`src/rtl/sseg_scan_mux.sv`:
```
// Time-multiplexed 4-digit common-anode 7-segment driver.
// Each digit gets a blanking gap followed by its on-slot; all outputs registered.
module sseg_scan_mux #(
    parameter int SLOT_CYCLES = 50000,
    parameter int DEAD_CYCLES = 500
) (
    input  logic       clk,
    input  logic       reset,
    input  logic [7:0] in0,
    input  logic [7:0] in1,
    input  logic [7:0] in2,
    input  logic [7:0] in3,
    input  logic [3:0] en,
    output logic [3:0] an,
    output logic [7:0] sseg,
    output logic [1:0] digit_idx,
    output logic       frame_tick
);

    localparam int CMAX = (SLOT_CYCLES > DEAD_CYCLES) ? SLOT_CYCLES : DEAD_CYCLES;
    localparam int CW   = (CMAX > 1) ? $clog2(CMAX) : 1;

    typedef enum logic {BLANK, ON} state_t;

    state_t          state, state_n;
    logic [CW-1:0]   cnt, cnt_n;
    logic [1:0]      idx, idx_n;
    logic [7:0]      pat, pat_n;
    logic            den, den_n;
    logic            tick_n;
    logic [3:0]      an_n;
    logic [7:0]      sseg_n;
    logic [7:0]      in_sel;

    always_comb begin
        in_sel = in0;
        case (idx)
            2'd0: in_sel = in0;
            2'd1: in_sel = in1;
            2'd2: in_sel = in2;
            2'd3: in_sel = in3;
            default: in_sel = in0;
        endcase
    end

    always_comb begin
        state_n = state;
        cnt_n   = cnt + CW'(1);
        idx_n   = idx;
        pat_n   = pat;
        den_n   = den;
        tick_n  = 1'b0;
        case (state)
            BLANK: begin
                if (cnt == CW'(DEAD_CYCLES - 1)) begin
                    cnt_n   = '0;
                    state_n = ON;
                    pat_n   = in_sel;
                    den_n   = en[idx];
                end
            end
            ON: begin
                if (cnt == CW'(SLOT_CYCLES - 1)) begin
                    cnt_n   = '0;
                    state_n = BLANK;
                    idx_n   = idx + 2'd1;
                    tick_n  = (idx == 2'd3);
                end
            end
            default: state_n = BLANK;
        endcase
        // Drive from next-state so the anode flips on the same edge as the state.
        an_n   = 4'hF;
        sseg_n = 8'hFF;
        if (state_n == ON && den_n) begin
            an_n   = ~(4'b0001 << idx_n);
            sseg_n = pat_n;
        end
    end

    always_ff @(posedge clk) begin
        if (reset) begin
            state      <= BLANK;
            cnt        <= '0;
            idx        <= 2'd0;
            pat        <= 8'hFF;
            den        <= 1'b0;
            an         <= 4'hF;
            sseg       <= 8'hFF;
            frame_tick <= 1'b0;
        end else begin
            state      <= state_n;
            cnt        <= cnt_n;
            idx        <= idx_n;
            pat        <= pat_n;
            den        <= den_n;
            an         <= an_n;
            sseg       <= sseg_n;
            frame_tick <= tick_n;
        end
    end

    assign digit_idx = idx;

endmodule

```
`config.mk`:
```
export PLATFORM = sky130hd
export DESIGN_NAME = sseg_scan_mux
export DESIGN_NICKNAME = d
export VERILOG_FILES = /design/src/rtl/sseg_scan_mux.sv
export SDC_FILE = /design/constraint.sdc
export NUM_CORES = 1
export LEC_CHECK = 0
export CAP_MARGIN = 25
export CORE_AREA = 8 8 109 86
export DETAILED_ROUTE_END_ITERATION = 7
export DIE_AREA = 0 0 117 94
export GPL_TIMING_DRIVEN = 0
export PLACE_DENSITY_LB_ADDON = 0.1
export SLEW_MARGIN = 25
export SYNTH_ARGS = -nofsm -noshare
export SYNTH_HDL_FRONTEND = slang
export SYNTH_SLANG_ARGS = --single-unit
export TNS_END_PERCENT = 30
```
`constraint.sdc`:
```
create_clock -name clk -period 2.5 [get_ports clk]
set_input_delay 0.625 -clock clk [delete_from_list [all_inputs] [get_ports clk]]
set_output_delay 0.625 -clock clk [all_outputs]
set_load 0.005 [all_outputs]
```
==> impl_metrics.ini, run 1 <==
[timing]
post-route-period-util = 0.933
final.setup_skew_ns = 0.00845
rsz0062_at_grt = false
tns_ns = 0
slew_viol_final = 0
clock.fmax_mhz = 429
slew-limit-headroom = 0.548
hold_violations = 0
fin_crit_ns = 2.33
setup_viol = 0
tightest_slew_ns = 0.676

[synthesis]
synth_top_area_cell = dfxtp_1
synthDistinctLibCells = 39
async_flop_share = 0
synth_top_cell_area_share = 0.382
synth-seq-cells = 41
syn-num-nets = 278
avgSynthCellArea_um2 = 9.15
ys_top_cells_by_count = dfxtp_1 (41), nand2_1 (22), nor2_1 (22), inv_1 (14), nor3_1 (12)
synth_area_um2 = 2150
synth_cells = 235
synth_seq_area_share = 0.382
synth_edf_count = 0
ys.flop_type = dfxtp_1
ys_warn_count = 0
ys_top_cells_by_area = dfxtp_1 (38%), mux2i_1 (5.1%), xnor2_1 (4.1%)
yosysMostFrequentCell = dfxtp_1

[setup_path]
cp.arrival_ns = 2.56
worstSetupPathType = register to register
crit_path_end = an[3]
worstPathRequired_ns = 2.73
critPathLaunch = cnt[0]
end_kind = register
reg2reg_depth = 5
r2r_end = an[3]
r2r_slack_ns = 0.17
critPathLaunchType = register
reg2reg_from = cnt[0]
path_max_fanout = 10

[placed_design]
globalplace.congestion = 0.731
dpl_cell_area_um2 = 2800
io_buffers = 52
dp_hpwl_mm = 4.50

[layout]
area_delta_synth_final_pct = 35.6
layout.nets = 337
antenna_cells = 0
fin_area_um2 = 2920
drive_above_1_share = 0.0881

[power_and_ir_drop]
ir_drop_mv = 0.342
fin_total_pwr_w = 0.00131
power_leakage_nw = 1.08
power.density_nw_per_um2 = 450

[clocking]
h-tree-depth = 2
cts_root_buf = clkbuf_8
clk_pin_slew_worst_paths_ns = 0.09
clk_latency_ns = 0.29
cts_buffers = 5
cts_resized = 0
clockBufferDepth = 2
hold_buffers = 0
cts_setup_buffers = 0
cts_tree = yes
cts.sinks = 41

[global_routing]
grt_pass1_wl_mm = 10.0
grt_max_degree = 15
grt_overflow_total = 0
grt_pass1_vias = 1930
grt_use_total = 0.116
antenna_found_initial = 0

[floorplanning]
die_area_um2 = 11000
dieWidth_um = 117
ioPinCount = 53
start_util = 0.282
die_h_um = 94
design.core.area_um2 = 7640
rows = 28

[route]
dr_total_vias = 1905
drt-initial-drc-count = 85
wl_mm = 6.08
avgRoutedWirePerCell_um = 15.2
ant_nets = 0
first_pass_iters = 8
vias_per_cell = 4.76
route.detailed.drc = 3

[outcome]
outcome = finished, violations left
violations = DRC

[flow_run]
maxCapViolCount = 0

[worst_hold_path]
hp-start = pat[6]
hold_class = register to register
## registers in the layout, indices dropped and copies added, names as in the netlist
register	count
cnt	16
pat	8
sseg	8
an	4
digit_idx	2
den	1
frame_tick	1
state	1
## critical path, stage by stage (launching register included)
cell     delay [ns]
dfxtp_1        0.40
ha_1           0.28
nand3_1        0.37
o41ai_4        0.75
or3b_2         0.29
a221o_1        0.17
## cells by family (layout without fill, tap and decap cells)
family / count (synthesis) / in the layout / share of synthesized area
XOR/XNOR: 14 / 14 / 0.0570
flip-flops: 41 / 41 / 0.382
adder cells (fa/ha/maj): 5 / 5 / 0.0291
AO/OA/AOI/OAI: 25 / 25 / 0.109
multiplexers: 12 / 12 / 0.0564
buffers and inverters: 32 / 92 / 0.0698
AND/OR/NAND/NOR: 106 / 106 / 0.297
## where the power goes
part	switching, W	internal [W]
clock network	0.000250	0.000300
logic	0.0000365	0.0000665
registers	0.00000345	0.000657
total	0.000290	0.00102
## worst min-delay path by stage
stage | depth (start not counted) | slack, ns | endpoint
floorplan | 1 | 0.44 | cnt[0]
global placement | 2 | 0.45 | pat[2]
detailed placement | 2 | 0.46 | pat[2]
CTS | 2 | 0.48 | pat[2]
global route | 2 | 0.51 | pat[7]
finish | 2 | 0.47 | pat[6]
## cell type report
type	instances	area, µm²
multi-input cells	162	1180
repair buffers	52	520
inverters	14	52.6
fillers	833	4720
well taps	105	131
plain buffers	18	98.8
flip-flops and latches	41	821
clock buffers	5	68.8
clock inverters	3	43.8
## cells in the final DEF (no fill, tap or decap), drive strengths merged, types with 2 or more instances in the layout
cell and count:
inv 15, nand2 22, nand3b 9, or4b 2, a222oi 8, clkdlybuf4s50 52, or4 3, mux2i 11
dfxtp 41, xnor2 10, ha 5, xor2 4, nor4 5, nor3 12, a21oi 3, or3 5
a221o 4, nand3 5, o21bai 8, nor2 22, buf 9, clkbuf 14, nor4b 8, nand4 6
or4bb 2
## metal layers
| layer | wire [µm] | up-vias | part of all wire | GRT usage |
|---|---|---|---|---|
| li1 | - | 963 | - | - |
| met1 | 3240 | 883 | 0.53 | 0.172 |
| met2 | 2370 | 54 | 0.39 | 0.150 |
| met3 | 415 | 5 | 0.068 | 0.0411 |
| met4 | 53 | 0 | 0.0087 | 0.0319 |
| met5 | 0 | - | 0 | 0 |
## through the flow
step | worst slack [ns] | instances | util | hold slack (ns)
after floorplan | 0.477 | 235 | - | 0.437
after global placement | 0.148 | 392 | 0.367 | 0.449
after detailed placement | 0.144 | 392 | 0.367 | 0.455
after CTS | 0.144 | 400 | 0.382 | 0.475
after global routing | 0.0124 | 400 | 0.382 | 0.507
final | 0.168 | 400 | 0.382 | 0.470
Power figures use the tool's default switching activity.
==> inputs of run 2 (changes only) <==
- SETUP_SLACK_MARGIN: unset -> 0.05
==> results of run 2 <==
Same layout as run 1 (identical final DEF). Status: finished, violations left: DRC.
